<file path="config.mk">
export PLATFORM = sky130hd
export DESIGN_NAME = dmi_host_bridge
export DESIGN_NICKNAME = d
export VERILOG_FILES = /design/src/rtl/dmi_host_bridge.sv
export SDC_FILE = /design/constraint.sdc
export NUM_CORES = 1
export LEC_CHECK = 0
export ABC_AREA = 1
export ABC_CLOCK_PERIOD_IN_PS = 3200
export BUFFER_PORTS_ARGS = -buffer_cell sky130_fd_sc_hd__buf_2
export CAP_MARGIN = 20
export CORE_MARGIN = 1
export CORE_UTILIZATION = 47
export DETAILED_ROUTE_END_ITERATION = 8
export MAX_ROUTING_LAYER = met4
export PLACE_DENSITY = 0.83
export SYNTH_ARGS = -nofsm -noshare
export SYNTH_HDL_FRONTEND = slang
export SYNTH_SLANG_ARGS = --single-unit
export TNS_END_PERCENT = 20
</file>
<file path="constraint.sdc">
create_clock -name clk_i -period 3.2 [get_ports clk_i]
set_input_delay 0.16 -clock clk_i [delete_from_list [all_inputs] [get_ports clk_i]]
set_output_delay 0.16 -clock clk_i [all_outputs]
set_load 0.005 [all_outputs]
</file>
<file path="src/rtl/dmi_host_bridge.sv">
// Host-to-DMI bridge: one outstanding command, optional abort counter.
// Define DMI_HOST_BRIDGE_TIMEOUT_EN to enable the TIMEOUT_CYCLES abort.
module dmi_host_bridge #(
  parameter int unsigned TIMEOUT_CYCLES = 1024
) (
  input  logic        clk_i,
  input  logic        rst_i,
  input  logic        host_req_valid_i,
  output logic        host_req_ready_o,
  input  logic        host_wr_i,
  input  logic [6:0]  host_addr_i,
  input  logic [31:0] host_wdata_i,
  output logic        host_resp_valid_o,
  input  logic        host_resp_ready_i,
  output logic [31:0] host_rdata_o,
  output logic [1:0]  host_resp_code_o,
  output logic        dmi_req_valid_o,
  input  logic        dmi_req_ready_i,
  output logic [1:0]  dmi_op_o,
  output logic [6:0]  dmi_addr_o,
  output logic [31:0] dmi_data_o,
  input  logic        dmi_resp_valid_i,
  output logic        dmi_resp_ready_o,
  input  logic [31:0] dmi_resp_data_i,
  input  logic [1:0]  dmi_resp_code_i
);

  localparam logic [1:0] S_IDLE = 2'd0;
  localparam logic [1:0] S_REQ  = 2'd1;
  localparam logic [1:0] S_WAIT = 2'd2;
  localparam logic [1:0] S_RESP = 2'd3;

  localparam logic [15:0] TO_LAST = 16'(TIMEOUT_CYCLES - 1);

  logic [1:0]  state;
  logic        cmd_wr;
  logic [6:0]  cmd_addr;
  logic [31:0] cmd_wdata;
  logic [31:0] rsp_data;
  logic [1:0]  rsp_code;
  logic        timeout;
  logic        busy;

  assign busy = (state == S_REQ) || (state == S_WAIT);

`ifdef DMI_HOST_BRIDGE_TIMEOUT_EN
  logic [15:0] cnt;

  // Held at zero while idle, so it is already clear on accept.
  always_ff @(posedge clk_i) begin
    if (rst_i) begin
      cnt <= 16'd0;
    end else if (busy) begin
      cnt <= cnt + 16'd1;
    end else begin
      cnt <= 16'd0;
    end
  end

  assign timeout = busy && (cnt == TO_LAST);
`else
  logic unused_cfg;
  assign unused_cfg = ^TO_LAST;
  assign timeout    = 1'b0;
`endif

  always_ff @(posedge clk_i) begin
    if (rst_i) begin
      state     <= S_IDLE;
      cmd_wr    <= 1'b0;
      cmd_addr  <= 7'd0;
      cmd_wdata <= 32'd0;
      rsp_data  <= 32'd0;
      rsp_code  <= 2'b00;
    end else begin
      case (state)
        S_IDLE: begin
          if (host_req_valid_i) begin
            cmd_wr    <= host_wr_i;
            cmd_addr  <= host_addr_i;
            cmd_wdata <= host_wdata_i;
            state     <= S_REQ;
          end
        end
        S_REQ: begin
          if (timeout) begin
            rsp_data <= 32'd0;
            rsp_code <= 2'b01;
            state    <= S_RESP;
          end else if (dmi_req_ready_i) begin
            state <= S_WAIT;
          end
        end
        S_WAIT: begin
          // A response in the final cycle beats the abort.
          if (dmi_resp_valid_i) begin
            rsp_data <= dmi_resp_data_i;
            rsp_code <= (dmi_resp_code_i == 2'b01) ? 2'b10
                                                   : dmi_resp_code_i;
            state    <= S_RESP;
          end else if (timeout) begin
            rsp_data <= 32'd0;
            rsp_code <= 2'b01;
            state    <= S_RESP;
          end
        end
        S_RESP: begin
          if (host_resp_ready_i) begin
            state <= S_IDLE;
          end
        end
        default: state <= S_IDLE;
      endcase
    end
  end

  assign host_req_ready_o  = (state == S_IDLE);
  assign host_resp_valid_o = (state == S_RESP);
  assign host_rdata_o      = rsp_data;
  assign host_resp_code_o  = rsp_code;
  assign dmi_req_valid_o   = (state == S_REQ);
  assign dmi_op_o          = (state != S_REQ) ? 2'b00
                           : (cmd_wr ? 2'b10 : 2'b01);
  assign dmi_addr_o        = cmd_addr;
  assign dmi_data_o        = cmd_wdata;
  // Only REQ refuses responses; elsewhere stray replies drain.
  assign dmi_resp_ready_o  = (state != S_REQ);

endmodule

</file>
==> key figures <==
Clock tree
  • CTS Root Cell: clkbuf_8
  • CTS tree: yes
  • Clk buf depth: 2
  • CTS Sinks: 76
  • Hold-fix buffers, CTS: 1
  • Post-CTS setup repair buffer count: 0
  • Clock transition at path regs: around 70 ps
  • H-tree levels: 3
  • Clock Latency Late Sink: 330 ps
  • Post-CTS Resized: 0
  • Num CTS Buffers: 9

STA
  • Slew margin rel.: 0.3473
  • Fin Setup TNS: 0 ps
  • Fin. Hold Viols: 0
  • Tcrit/Tclk final: 0.5197
  • Fin crit period: approximately 1700 ps
  • Final hold slack: between 60 and 70 ps
  • Worst-Margin Slew: 977.6 ps
  • Setup Skew: about 5.7 ps
  • Endpoints failing setup: 0
  • Fin. max-slew vios: 0
  • Final WS setup: ~1500 ps
  • Fmax: between 600 and 700 MHz
  • RSZ-0062 raised after global routing: no

Cells and area
  • Diodes inserted: 0
  • Reg area: 1521 µm²
  • Most frequent cells in the layout: buf_2, nor2_1, dfxtp_1, o21ai_0, nand2_1
  • Filler cells: 519
  • Commonest non-fill, non-tap cell in the layout: buf_2
  • Layout cell share with drive strength beyond 1: 0.3477
  • Nets: about 590
  • Multi-input logic area: between 1000 and 1500 µm²
  • Final Instance Area: ~3700 µm²
  • Area growth syn-to-layout: 33.81%

Setup path
  • CP max stage delay: 700 ps
  • R2R Path Start: state[0]
  • Crit-path leading delay family: buffers and inverters
  • CP Capture Type: register
  • R2R cell count: 6
  • CP required: approximately 3500 ps
  • Crit Path Max Fanout: between 70 and 80
  • FF-to-FF End: dmi_data_o[1]
  • Total stage count of the critical path: 5
  • Startpoint types: primary input
  • Crit path cell chain: dlygate4sd3_1, buf_2, inv_2, o21ai_0, nor2_1
  • R2r setup slk: approximately 1600 ps
  • Worst setup path category: in2reg
  • CP bufs+invs: 3
  • Slowest stage cell on the critical path: inv_2
  • Endpoint arrival time on the critical path: a little under 2000 ps
  • Worst setup path end: dmi_data_o[8]
  • Worst setup path startpoint: rst_i

Yosys
  • Syn Std Cell Area: between 2000 and 3000 µm²
  • Synthesized net count: around 440
  • Post-synthesis register bit count: 76
  • Register area share after synthesis: 0.5453
  • Post-synthesis area per instance: 7.816 µm²
  • YS warnings: 0
  • Yosys cell types: 19
  • Post-Syn Instances: roughly 360

Floorplanning
  • Full die area: about 6200 µm²
  • Die width: approximately 79 µm
  • Die Y: 79.05 µm
  • IO Count: 159
  • Initial Util: 0.4975
  • Site row count: 27
  • Core Region: between 5000 and 6000 µm²

Power
  • Worst VDD drop: just under 0.5 mV
  • Static Leak: between 1.5 and 2 nW
  • Power after layout: a little under 3 mW
  • Power Density: 771.7 nW/µm²

GRT
  • Grt ovf: 0
  • First-pass GRT wire length: ~11000 µm
  • Vias in the first global route: between 2000 and 2500
  • Tot GR Track Use: 0.2287
  • Largest net degree at the start of global routing: 76
  • Initial antenna violation count: 0

Placement
  • Post-place setup slack: about 1600 ps
  • Area post-placement: 3533 µm²
  • DPL Wire Length: 4610 µm
  • Routability cong.: around 0.75
  • IO buf count: around 160

Min path
  • Hold depth: 3
  • HP Class: in2reg

Detailed routing
  • DR vias/cell: between 4 and 5
  • Drt drc: 0
  • Initial drt markers: 81
  • Routed WL per cell: 11.59 µm
  • Wirelength, routed: roughly 6700 µm
  • Vias: ~2800
  • First drt pass iteration count: 4
  • Post-DRT Antenna Nets: 0

Job
  • Max-Cap Viols: 0

Outcome
  • Outcome: finished clean
==> where the power goes <==
group	switching, mW	internal, mW	leakage [nW]
Sequential	0.115	1.18	0.624
Clock	0.311	0.394	0.0983
Combinational	0.495	0.383	1.19
Total	0.921	1.96	1.92
==> worst min-delay path: stages <==
cell and delay, ps:
buf_2 70, o21ai_1 60, nor2_1 70
==> worst min path at each step <==
stage                              startpoint             endpoint
after floorplan                         rst_i  host_resp_code_o[0]
after global placement                  rst_i  host_resp_code_o[0]
after detailed placement                rst_i  host_resp_code_o[0]
after global routing      dmi_resp_data_i[25]     host_rdata_o[25]
after CTS                 dmi_resp_data_i[25]     host_rdata_o[25]
final                     dmi_resp_data_i[25]     host_rdata_o[25]
==> routing by layer <==
layer  vias up  GRT usage  wire length (µm)  part of all wire
met1      1227     0.2511              2970              0.44
li1       1416          -                 -                 -
met3        18    0.06092               497             0.074
met5         -          -                 0                 0
met2       125     0.3810              3102              0.46
met4         0     0.1164               165             0.024
==> Yosys cell counts (all sizes together) <==
| cell type | number | area (µm²) |
|---|---|---|
| nand2 | 14 | 60.06 |
| nor3 | 1 | 5.000 |
| inv | 12 | 47.55 |
| nand3 | 1 | 5.000 |
| clkbuf | 9 | 42.54 |
| buf | 13 | 102.6 |
| ha | 5 | 62.56 |
| a21oi | 1 | 5.000 |
| o21ai | 73 | 365.4 |
| nor2 | 152 | 573.1 |
| dfxtp | 76 | 1521 |
==> per-stage QoR <==
stage | util | std cells
6_report | 0.6658 | 581
5_1_grt | 0.6658 | 581
4_1_cts | 0.6658 | 581
3_5_place_dp | 0.6301 | 566
3_3_place_gp | 0.6301 | 566
2_1_floorplan | - | 357
==> cells by family after synthesis <==
family,Yosys count,synth area share
adders and majority gates,5,0.02242
DFF,76,0.5453
buffers and inverters,34,0.06906
and+or+nand+nor,168,0.2305
AOI/OAI and AO/OA,74,0.1327
==> area by class of cell <==
cell class | count | share of cell area
clock buffers | 12 | 0.04156
clock inverters | 2 | 0.009383
inverters | 12 | 0.01273
multi-input cells | 247 | 0.2882
flip-flops and latches | 76 | 0.4075
well taps | 72 | 0.02413
repair buffers | 160 | 0.2165
==> flip-flops by register name, indices dropped and copies added, names as in the netlist <==
name	cells
dmi_data_o	32
host_rdata_o	32
dmi_addr_o	7
host_resp_code_o	2
state	2
cmd_wr	1
Note: power is estimated with default switching activity, not from simulation.
